**config.mk**
```make
export PLATFORM = sky130hd
export DESIGN_NAME = intersection_scheduler
export DESIGN_NICKNAME = d
export VERILOG_FILES = /design/src/rtl/intersection_scheduler.sv
export SDC_FILE = /design/constraint.sdc
export NUM_CORES = 1
export LEC_CHECK = 0
export CORE_ASPECT_RATIO = 0.9
export CORE_UTILIZATION = 54
export CTS_BUF_LIST = sky130_fd_sc_hd__clkbuf_8 sky130_fd_sc_hd__clkbuf_16
export CTS_CLUSTER_SIZE = 12
export DETAILED_ROUTE_END_ITERATION = 6
export GPL_ROUTABILITY_DRIVEN = 0
export MAX_ROUTING_LAYER = met4
export PLACE_DENSITY_LB_ADDON = 0.15
export SETUP_SLACK_MARGIN = 0.02
export SLEW_MARGIN = 20
export SYNTH_ARGS = -nofsm -noshare
export SYNTH_HDL_FRONTEND = slang
export SYNTH_SLANG_ARGS = --single-unit
export TNS_END_PERCENT = 20
```
**constraint.sdc**
```tcl
create_clock -name clk -period 3.2 [get_ports clk]
set_clock_uncertainty 0.05 [all_clocks]
set_input_delay 0.64 -clock clk [delete_from_list [all_inputs] [get_ports clk]]
set_output_delay 0.64 -clock clk [all_outputs]
set_load 0.02 [all_outputs]
```
**src/rtl/intersection_scheduler.sv**
```systemverilog
// Two-approach intersection controller: A rests green, B is served on demand, with
// latched pedestrian requests, emergency preemption and registered lamp/walk outputs.
module intersection_scheduler #(
  parameter int MIN_GREEN    = 10,
  parameter int MAX_GREEN    = 30,
  parameter int YELLOW_TIME  = 4,
  parameter int ALL_RED_TIME = 2,
  parameter int WALK_TIME    = 8,
  parameter int TW           = 8
) (
  input  logic       clk,
  input  logic       reset,
  input  logic       veh_b,
  input  logic       ped_req_a,
  input  logic       ped_req_b,
  input  logic       emg_req,
  input  logic       emg_dir,
  output logic [2:0] light_a,
  output logic [2:0] light_b,
  output logic       walk_a,
  output logic       walk_b,
  output logic [2:0] phase,
  output logic       emg_active
);

  typedef enum logic [2:0] {
    A_GRN  = 3'd0,
    A_YEL  = 3'd1,
    RED_AB = 3'd2,
    B_GRN  = 3'd3,
    B_YEL  = 3'd4,
    RED_BA = 3'd5
  } phase_e;

  localparam logic [2:0]    LAMP_R    = 3'b100;
  localparam logic [2:0]    LAMP_Y    = 3'b010;
  localparam logic [2:0]    LAMP_G    = 3'b001;
  localparam logic [TW-1:0] TIMER_MAX = {TW{1'b1}};
  localparam logic [TW-1:0] MIN_LAST  = TW'(MIN_GREEN - 1);
  localparam logic [TW-1:0] MAX_LAST  = TW'(MAX_GREEN - 1);
  localparam logic [TW-1:0] YEL_LAST  = TW'(YELLOW_TIME - 1);
  localparam logic [TW-1:0] RED_LAST  = TW'(ALL_RED_TIME - 1);
  localparam logic [TW-1:0] WALK_LAST = TW'(WALK_TIME - 1);

  phase_e        phase_q, phase_d;
  logic [TW-1:0] timer_q, timer_d;
  logic          ped_pend_a_q, ped_pend_a_d;
  logic          ped_pend_b_q, ped_pend_b_d;
  logic          walk_a_q, walk_a_d;
  logic          walk_b_q, walk_b_d;
  logic          emg_active_q, emg_active_d;
  logic [2:0]    light_a_q, light_a_d;
  logic [2:0]    light_b_q, light_b_d;
  logic          green_dir;
  logic          demand_b;
  logic          serve_a;
  logic          serve_b;

  assign demand_b  = veh_b | ped_pend_b_q;
  assign green_dir = (phase_q == B_GRN);

  always_comb begin
    phase_d      = phase_q;
    timer_d      = (timer_q == TIMER_MAX) ? timer_q : timer_q + 1'b1;
    emg_active_d = 1'b0;
    serve_a      = 1'b0;
    serve_b      = 1'b0;
    walk_a_d     = 1'b0;
    walk_b_d     = 1'b0;
    ped_pend_a_d = ped_pend_a_q | ped_req_a;
    ped_pend_b_d = ped_pend_b_q | ped_req_b;
    light_a_d    = LAMP_R;
    light_b_d    = LAMP_R;

    case (phase_q)
      A_GRN, B_GRN: begin
        if (emg_req && (emg_dir == green_dir)) begin
          emg_active_d = 1'b1;
        end else if (emg_req) begin
          phase_d = green_dir ? B_YEL : A_YEL;
        end else if (emg_active_q) begin
          // Hold released: restart the green as if freshly entered so MIN_GREEN and walk are honoured.
          timer_d = '0;
          serve_a = !green_dir;
          serve_b = green_dir;
        end else if (!green_dir && (timer_q >= MIN_LAST) && demand_b) begin
          phase_d = A_YEL;
        end else if (green_dir && ((timer_q == MAX_LAST) ||
                     ((timer_q >= MIN_LAST) && (!veh_b || ped_pend_a_q)))) begin
          phase_d = B_YEL;
        end else begin
          walk_a_d = walk_a_q && (timer_q < WALK_LAST);
          walk_b_d = walk_b_q && (timer_q < WALK_LAST);
        end
      end
      A_YEL:   if (timer_q == YEL_LAST) phase_d = RED_AB;
      B_YEL:   if (timer_q == YEL_LAST) phase_d = RED_BA;
      RED_AB:  if (timer_q == RED_LAST) phase_d = (emg_req && !emg_dir) ? A_GRN : B_GRN;
      RED_BA:  if (timer_q == RED_LAST) phase_d = (emg_req && emg_dir) ? B_GRN : A_GRN;
      default: phase_d = A_GRN;
    endcase

    if (phase_d != phase_q) begin
      timer_d = '0;
      if ((phase_d == A_GRN) || (phase_d == B_GRN)) begin
        if (emg_req && (emg_dir == (phase_d == B_GRN))) begin
          emg_active_d = 1'b1;
        end else begin
          serve_a = (phase_d == A_GRN);
          serve_b = (phase_d == B_GRN);
        end
      end
    end

    if (serve_a) begin
      walk_a_d     = ped_pend_a_q | ped_req_a;
      ped_pend_a_d = 1'b0;
    end
    if (serve_b) begin
      walk_b_d     = ped_pend_b_q | ped_req_b;
      ped_pend_b_d = 1'b0;
    end

    // Lamps follow the next phase so they change on the same edge as the phase code.
    case (phase_d)
      A_GRN:   light_a_d = LAMP_G;
      A_YEL:   light_a_d = LAMP_Y;
      B_GRN:   light_b_d = LAMP_G;
      B_YEL:   light_b_d = LAMP_Y;
      default: ;
    endcase
  end

  always_ff @(posedge clk or posedge reset) begin
    if (reset) begin
      phase_q      <= A_GRN;
      timer_q      <= '0;
      ped_pend_a_q <= 1'b0;
      ped_pend_b_q <= 1'b0;
      walk_a_q     <= 1'b0;
      walk_b_q     <= 1'b0;
      emg_active_q <= 1'b0;
      light_a_q    <= LAMP_G;
      light_b_q    <= LAMP_R;
    end else begin
      phase_q      <= phase_d;
      timer_q      <= timer_d;
      ped_pend_a_q <= ped_pend_a_d;
      ped_pend_b_q <= ped_pend_b_d;
      walk_a_q     <= walk_a_d;
      walk_b_q     <= walk_b_d;
      emg_active_q <= emg_active_d;
      light_a_q    <= light_a_d;
      light_b_q    <= light_b_d;
    end
  end

  assign phase      = phase_q;
  assign light_a    = light_a_q;
  assign light_b    = light_b_q;
  assign walk_a     = walk_a_q;
  assign walk_b     = walk_b_q;
  assign emg_active = emg_active_q;

endmodule

```
Word level (Yosys, flattened, before mapping)
Cells that the tools add are included.
W data, S select, Z words.
{"block": "totals", "mem_bits_rw": 0, "output_inout_bits": 12, "latch_bits": 0, "input_bits": 7, "elab_cells": 105, "reg_bits": 22, "romBits": 0, "mem_count": 0}
{"block": "classes", "reduce_logical": 19, "multipliers": 0, "n_lt_le_gt_ge": 2, "eq_ne": 15, "mux": 56, "bitwise": 3, "add_sub_neg": 1, "div_mod_pow": 0, "shift": 0}
{"cell": "$mux W8", "count": 6}
{"cell": "$mux W1", "count": 35}
{"cell": "$mux W3", "count": 10}
{"cell": "$pmux W3 S5", "count": 1}
{"cell": "$pmux W3 S2", "count": 2}
{"cell": "$logic_and A1 B1 Y1", "count": 10}
{"cell": "$eq A3 B2 Y1 const B", "count": 3}
{"cell": "$eq A3 B3 Y1 const B", "count": 3}
{"cell": "$add A8 B1 Y8 const B", "count": 1}
{"cell": "$eq A8 B1 Y1 const B", "count": 1}
{"cell": "$eq A8 B2 Y1 const B", "count": 1}
{"cell": "$eq A8 B5 Y1 const B", "count": 1}
{"cell": "$eq A8 B8 Y1 const B", "count": 1}
{"cell": "$ge A8 B4 Y1 const B", "count": 1}
{"cell": "$lt A8 B3 Y1 const B", "count": 1}
{"cell": "$eq A3 B1 Y1 const B", "count": 2}
{"cell": "$logic_not A3 Y1", "count": 2}
{"cell": "$mux W2", "count": 2}
{"cell": "$logic_not A1 Y1", "count": 3}
{"cell": "$logic_or A1 B1 Y1", "count": 3}
{"cell": "$ne A3 B3 Y1", "count": 1}
{"cell": "$or A1 B1 Y1", "count": 3}
{"cell": "$eq A1 B1 Y1", "count": 2}
{"cell": "$reduce_or A2 Y1", "count": 1}

Depth between registers and ports, before layout
Gate-level depths: netlist of run 1.
{"block": "depth", "depth_word": 18, "depth_mapped": 10, "mapped_depth_nobuf": 9}

Least setup slack after synthesis of run 1
No wires, ideal clock.
{"block": "synth_path", "path_type": "flip-flop to flip-flop", "start": "register timer_q[1]", "end": "register ped_pend_a_q", "path_buffers": 0, "synth_period_minus_slack_ns": 2.327, "setup_slack_ns": 0.873, "arrival_ns": 2.157, "path_stages_with_launch": 10, "path_cell_list": "dfrtp_1 inv_1 ha_1 nor4b_4 a41o_1 a211oi_2 nor4b_2 o211a_1 a31oi_1 nor2b_1"}
{"block": "synth_via", "elab_chain_cells": 17}
{"item": "from (decl)", "line_no": "46", "source": "logic [TW-1:0] timer_q, timer_d;"}
{"item": "from (signal assigned)", "line_no": "147", "source": "timer_q <= timer_d;"}
{"item": "$ge A8 B4 Y1", "line_no": "86, 89"}
{"item": "$logic_and A1 B1 Y1", "line_no": "89", "source": "((timer_q >= MIN_LAST) && (!veh_b || ped_pend_a_q)))) begin"}
{"item": "$logic_or A1 B1 Y1", "line_no": "88", "source": "end else if (green_dir && ((timer_q == MAX_LAST) ||"}
{"item": "$logic_and A1 B1 Y1", "line_no": "88"}
{"item": "$mux W3", "line_no": "88"}
{"item": "$mux W3", "line_no": "86", "source": "end else if (!green_dir && (timer_q >= MIN_LAST) && demand_b) begin"}
{"item": "$mux W3", "line_no": "81", "source": "end else if (emg_active_q) begin"}
{"item": "$mux W3", "line_no": "79", "source": "end else if (emg_req) begin"}
{"item": "[... 2 more ...]"}
{"item": "$eq A3 B2 Y1", "line_no": "105, 106"}
{"item": "$eq A1 B1 Y1", "line_no": "106", "source": "if (emg_req && (emg_dir == (phase_d == B_GRN))) begin"}
{"item": "$logic_and A1 B1 Y1", "line_no": "106"}
{"item": "$mux W1", "line_no": "106"}
{"item": "$mux W1", "line_no": "105", "source": "if ((phase_d == A_GRN) || (phase_d == B_GRN)) begin"}
{"item": "$mux W1 (*)", "line_no": "103", "source": "if (phase_d != phase_q) begin"}
{"item": "$mux W1 (*)", "line_no": "115", "source": "if (serve_a) begin"}
{"item": "net ped_pend_a_d", "line_no": "47", "source": "logic ped_pend_a_q, ped_pend_a_d;"}
{"item": "to (signal assigned)", "line_no": "148", "source": "ped_pend_a_q <= ped_pend_a_d;"}
{"item": "to (decl)", "line_no": "47"}
Mark *: on every way through the listed nets, which the timed path passes. The rest lies on a longest branch.

Worst setup path in the final report of run 1
Same ends and word-level chain as after synthesis.

==> results of run 1 <==
-- cells by family after synthesis --
family / Yosys count
XOR/XNOR: 5
flip-flops: 22
AO/OA/AOI/OAI: 35
buffers and inverters: 19
adder cells (fa/ha/maj): 3
AND/OR/NAND/NOR: 78
-- flip-flops by register name (all words and copies together) (netlist names) --
register,flops
ped_pend_a_q,1
light_b,3
ped_pend_b_q,1
emg_active,1
light_a,3
walk_b,1
walk_a,1
timer_q,8
phase,3
-- final cells by class --
type	count	area (um2)	area share [%]
Clock buffer	4	55.1	3.23
Sequential cell	22	553	32.5
Timing Repair Buffer	19	188	11.0
Tap cell	28	35.0	2.06
Multi-Input combinational cell	121	840	49.3
Inverter	9	33.8	1.98
-- worst max path at each step --
stage / start / to / slack, ns / cells past startpoint
3_5_place_dp: emg_dir / ped_pend_a_q / 0.25 / 8
2_1_floorplan: timer_q[1] / ped_pend_a_q / 0.87 / 9
5_1_grt: timer_q[1] / ped_pend_a_q / 0.20 / 9
4_1_cts: timer_q[1] / ped_pend_a_q / 0.46 / 9
6_report: timer_q[1] / ped_pend_a_q / 0.45 / 9
3_3_place_gp: emg_req / ped_pend_a_q / 0.30 / 8
-- worst register-to-register path, cell delays in order (launching register included) --
cell	delay [ns]
dfrtp_1	0.41
inv_1	0.10
ha_1	0.17
nor4b_4	0.38
a41o_1	0.30
a211oi_2	0.10
nor4b_2	0.54
o211a_1	0.29
a31oi_1	0.13
nor2b_1	0.16
-- metal layers --
metal	share of wire [%]	up-vias
met5	0	-
met4	0.85	0
met3	6.1	4
met2	46	59
met1	47	630
li1	-	613
-- synth_stat cells (all sizes together) (3+ instances only) --
cell	number	area share (%)
nor2	26	6.6
nand2	9	2.3
nand3	4	1.4
nor3	6	3.4
and3	5	2.1
nor4	3	2.3
a21oi	6	2.0
a41o	3	2.0
nor2b	3	1.3
nor3b	4	2.4
xor2	3	1.8
clkbuf	8	2.0
o211ai	3	1.5
inv	9	2.3
ha	3	2.5
nand2b	5	2.6
nand4	5	2.1
nor4b	3	3.2
dfrtp	20	34
-- power by group --
part	switching, mW	total (mW)	internal (mW)
clock	0.0854	0.195	0.109
sequential	0.125	0.500	0.375
combinational	0.511	0.907	0.396
total	0.721	1.60	0.881
==> summary.txt, run 1 <==
Setup path
  • Reg2reg path depth: 9
  • Reg-to-reg endpoint: ped_pend_a_q
  • Crit path max-delay family: simple AND/OR/NAND/NOR gates
  • R2r startpoint: timer_q[1]
  • Crit path capture type: flip-flop
  • CP Cell Sequence: inv_1 -> ha_1 -> nor4b_4 -> a41o_1 -> a211oi_2 -> nor4b_2 -> o211a_1 -> a31oi_1 -> nor2b_1
  • Worst Path Buf+Inv: 1
  • Peak fanout along the critical path: 7
  • Slowest-stage cell, CP: nor4b_2
  • Req. time, crit path: 3.30 ns
  • Crit path largest cell delay: 0.54 ns
  • Setup slack, reg-to-reg: 0.45 ns
  • Critical path class: reg -> reg
  • WP data arrival: 2.85 ns
  • CP Launch Type: flip-flop

Cells and area
  • Finished Layout Cells: 203
  • Fin area: 0.00170 mm2
  • ANT cells: 0
  • Share of post-route cells with drive strength above 1: 11.4%
  • Final core occ: 67.9%
  • Fillers: 201
  • Most common cell after layout, fill and taps aside: nor2_1
  • Area added between synthesis and finish: 15.7%
  • # nets final: 186
  • Most frequent cells in the layout: 26 x nor2_1, 20 x dfrtp_1, 18 x clkdlybuf4s50_1, 9 x inv_1, 9 x nand2_1

Clock tree
  • Post-CTS sizing: 0
  • Clk root buf: clkbuf_8
  • Clk Latency, worst-skew pair: 0.26 ns
  • Clock-pin slew on the worst setup and hold paths: 0.08 ns
  • CTS Hold Bufs: 0
  • Num CTS Buffers: 3
  • CTS Buffer Depth: 2
  • CTS tree: done
  • Post-CTS Setup Inserts: 0
  • CTS H-tree depth: 1
  • CTS sink cnt: 22

Job
  • Max Cap Viol: 0

Hold path
  • Hold Path End: ped_pend_b_q
  • Worst hold start: ped_pend_b_q
  • Worst hold stages: 1
  • Hold WC Path Type: reg -> reg

STA
  • Fmax: 364 MHz
  • Fin crit share: 85.9%
  • Fin. Hold Viols: 0
  • Final setup margin: 0.451 ns
  • RSZ-0062 raised after global routing: no
  • Worst-Margin Slew: 0.807 ns
  • Post-route setup TNS: 0 ns
  • Max Slew Vio Count: 0
  • Worst slew margin: 46.2%
  • Final setup violation count: 0
  • Minimum clock period: 2.75 ns
  • Hold WS: 0.519 ns

Yosys
  • FFs w/ async S/R, synth: 100%
  • Average size of a mapped cell: 9.09 um2
  • Synth Register Bits: 22
  • Multiplexer area fraction after synthesis: 0%
  • EDFF count, synth: 0
  • Post-synth top flop: dfrtp_1
  • Sequential area share after synthesis: 37.6%
  • Mapped Nets: 172
  • Syn. warnings: 0
  • Simple-gate portion of the synthesized area: 32.5%
  • Synth Area in Compound Gates: 18.9%
  • Largest family of logic cells by synthesized area: simple AND/OR/NAND/NOR gates
  • Adder-Cell Fraction of Synth Area: 2.55%
  • Post-Syn Area: 0.00147 mm2
  • Gate Count Post-Synth: 162
  • Xor and xnor area share after synthesis: 2.97%
  • Number of distinct library cells after synthesis: 52

Run status
  • Status: finished clean

Power and ir drop
  • Power density over cell area: 940 mW/mm2
  • Leak: 0.722 nW
  • Total power draw: 1.60 mW
  • Worst vdd ir: 594 uV

Routing
  • Average routed wire per standard cell: 16.8 um
  • DRT Wirelength: 3420 um
  • Post-DRT Antenna Nets: 0
  • Vias: 1306
  • Number of remaining DRC errors: 0
  • Iteration-0 DRC Markers: 102
  • DR pass1 iterations: 4
  • Vias/cell: 6.43

Placed design
  • DP Worst Slack: 0.250 ns
  • Placed insts: 199
  • Number of I/O port buffers: 18
  • HPWL after DPL: 2440 um
  • Dpl cell area: 0.00165 mm2

GRT
  • Gr ovfl total: 0
  • Vias in the first global route: 1285
  • GR Util All Layers: 27.1%
  • Met2 Usage GRT: 41.4%
  • Initial antenna violation count: 0
  • Busiest layer in global routing: met2
  • Largest net degree at the start of global routing: 23
  • M3 GR Usage: 2.99%
  • Global-route wire length before repair: 5960 um
  • Met1 Track Usage GR: 38.8%

Floorplan
  • Initial Util: 58.7%
  • Top Ports: 19
  • Die Height: 51.5 um
  • DIE AREA: 0.00294 mm2
  • Chip width: 57.0 um
  • Site Rows: 17
  • Core Region: 0.00251 mm2
Power figures use the tool's default switching activity.
==> run 2: changes to the inputs <==
CORE_UTILIZATION = 30   (was 54)
TNS_END_PERCENT = 5   (was 20)
==> run 2 against run 1 <==
Effect of this change: sequential cell count did not move; die area rose by 77%; sequential power hardly changed; combinational power up 2%; power rose by 5.0%; largest power group unchanged; first-iteration DRC count grew 28%; register-to-register slack better by 0.03 ns.
==> summary.txt, run 2 (synthesized netlist as in run 1, its figures left out) <==
Run status
  • Status: finished clean

Setup path
  • Peak fanout along the critical path: 7 (unchanged)
  • CP Launch Type: flip-flop
  • WP data arrival: 2.82 ns (-0.03 ns)
  • Req. time, crit path: 3.31 ns (about the same)
  • Critical path class: reg -> reg
  • Crit path capture type: flip-flop

GRT
  • Vias in the first global route: 1217 (-5.3%)
  • GR Util All Layers: 16.0% (-11 points)
  • Initial antenna violation count: 0 (unchanged)
  • Global-route wire length before repair: 5940 um (-0.35%)
  • Gr ovfl total: 0 (unchanged)
  • Largest net degree at the start of global routing: 23 (unchanged)

Cells and area
  • Seq. cell area: 553 um2 (unchanged)
  • Finished Layout Cells: 238 (+17%)
  • Share of post-route cells with drive strength above 1: 11.9% (+0.50 points)
  • Most common cell after layout, fill and taps aside: nor2_1
  • ANT cells: 0 (unchanged)
  • Footprint of the multi-input gates: 840 um2 (unchanged)
  • Most flop-heavy register: timer_q
  • # nets final: 187 (+0.54%)
  • Number of flip-flops in the largest register: 8 (unchanged)
  • Area added between synthesis and finish: 20.2%
  • Most frequent cells in the layout: 26 x nor2_1, 20 x dfrtp_1, 18 x clkdlybuf4s50_1, 9 x inv_1, 9 x nand2_1
  • Fillers: 451 (+120%)

Power and ir drop
  • Worst vdd ir: 339 uV (-43%)
  • Power density over cell area: 950 mW/mm2 (+1.1%)
  • Leak: 0.734 nW (+1.6%)

STA
  • Post-route setup TNS: 0 ns (unchanged)
  • Minimum clock period: 2.72 ns (-0.0326 ns)
  • RSZ-0062 raised after global routing: no
  • Fin crit share: 84.9% (-1.0 points)
  • Final setup violation count: 0 (unchanged)
  • Worst slew margin: 44.0% (-2.2 points)
  • Worst-Margin Slew: 0.839 ns (+0.0326 ns)
  • Fmax: 368 MHz (+1.2%)
  • Max Slew Vio Count: 0 (unchanged)
  • Fin. Hold Viols: 0 (unchanged)

Routing
  • Vias/cell: 5.32 (-17%)
  • DR pass1 iterations: 4 (unchanged)
  • Post-DRT Antenna Nets: 0 (unchanged)
  • Iteration-0 DRC Markers: 131 (+28%)
  • DRT Wirelength: 3500 um (+2.3%)
  • Number of remaining DRC errors: 0 (unchanged)
  • Vias: 1265 (-3.1%)
  • Average routed wire per standard cell: 14.7 um (-13%)

Clock tree
  • Clk Latency, worst-skew pair: 0.26 ns (about the same)
  • Clk root buf: clkbuf_8
  • Post-CTS Setup Inserts: 0 (unchanged)
  • CTS tree: done
  • Post-CTS sizing: 0 (unchanged)
  • Num CTS Buffers: 3 (unchanged)
  • CTS Hold Bufs: 0 (unchanged)
  • CTS H-tree depth: 1 (unchanged)
  • CTS sink cnt: 22 (unchanged)
  • CTS Buffer Depth: 2 (unchanged)
  • Clock-pin slew on the worst setup and hold paths: 0.08 ns (about the same)

Floorplan
  • Site Rows: 23 (+6)
  • DIE AREA: 0.00519 mm2 (+77%)
  • Chip width: 75.9 um (+33%)
  • Die Height: 68.5 um (+33%)
  • Core Region: 0.00458 mm2 (+82%)
  • Top Ports: 19 (unchanged)
  • Initial Util: 32.2% (-26 points)

Job
  • Max Cap Viol: 0 (unchanged)

Placed design
  • Number of I/O port buffers: 18 (unchanged)
  • Placed insts: 234 (+18%)
  • HPWL after DPL: 2600 um (+6.4%)

Hold path
  • Hold WC Path Type: reg -> reg
==> run 2: cell types whose count changed in the layout (fill, tap and decap cells not counted) <==
cell / delta
buf_4: +1
bufinv_16: +1
clkbuf_8: -1
==> run 2: final cells by class <==
| type | count | area share, % |
|---|---|---|
| clock buffers | 3 | 2.33 |
| multi-input cells | 121 | 47.4 |
| repair buffers | 20 | 11.0 |
| flip-flops and latches | 22 | 31.2 |
| inverters | 9 | 1.91 |
| well taps | 62 | 4.38 |
| clock inverters | 1 | 1.70 |
==> run 2: per-stage QoR <==
stage	hold WS (ns)	total power [mW]	setup slack [ns]	util [%]	area, um2
3_5_place_dp	0.482	1.42	0.215	37.1	1700
6_report	0.498	1.68	0.484	38.7	1770
5_1_grt	0.520	1.83	0.157	38.7	1770
2_1_floorplan	0.438	1.17	0.873	-	1470
4_1_cts	0.505	1.69	0.445	38.7	1770
3_3_place_gp	0.460	1.43	0.269	37.1	1700
==> run 2: final timing paths <==
kind / startpoint / slack [ns] / endpoint / cells after the start
max: timer_q[1] / 0.48 / ped_pend_a_q / 9
min: ped_pend_a_q / 0.50 / ped_pend_a_q / 2
max reg2reg: timer_q[1] / 0.48 / ped_pend_a_q / 9
min reg2reg: ped_pend_a_q / 0.50 / ped_pend_a_q / 2
max in group asynchronous: reset / 1.79 / emg_active / 2
min in group asynchronous: reset / 0.79 / timer_q[5] / 2
==> run 2: worst max-delay path, cell delays in order, from the launching register on <==
cell      delay, ns
dfrtp_1        0.40
inv_1          0.10
ha_1           0.19
nor4b_4        0.38
a41o_1         0.29
a211oi_2       0.11
nor4b_2        0.56
o211a_1        0.27
a31oi_1        0.11
nor2b_1        0.15
==> run 2: routing by layer <==
| layer | share of wire, % | global-route usage, % |
|---|---|---|
| met1 | 51 | 23.5 |
| met2 | 41 | 21.9 |
| met3 | 6.3 | 2.36 |
| met4 | 1.4 | 5.79 |
| met5 | 0 | - |
==> run 2: report_power, final <==
part | leakage, nW | internal (mW) | switching [mW]
sequential | 0.280 | 0.374 | 0.124
combinational | 0.418 | 0.410 | 0.514
clock | 0.0357 | 0.167 | 0.0929
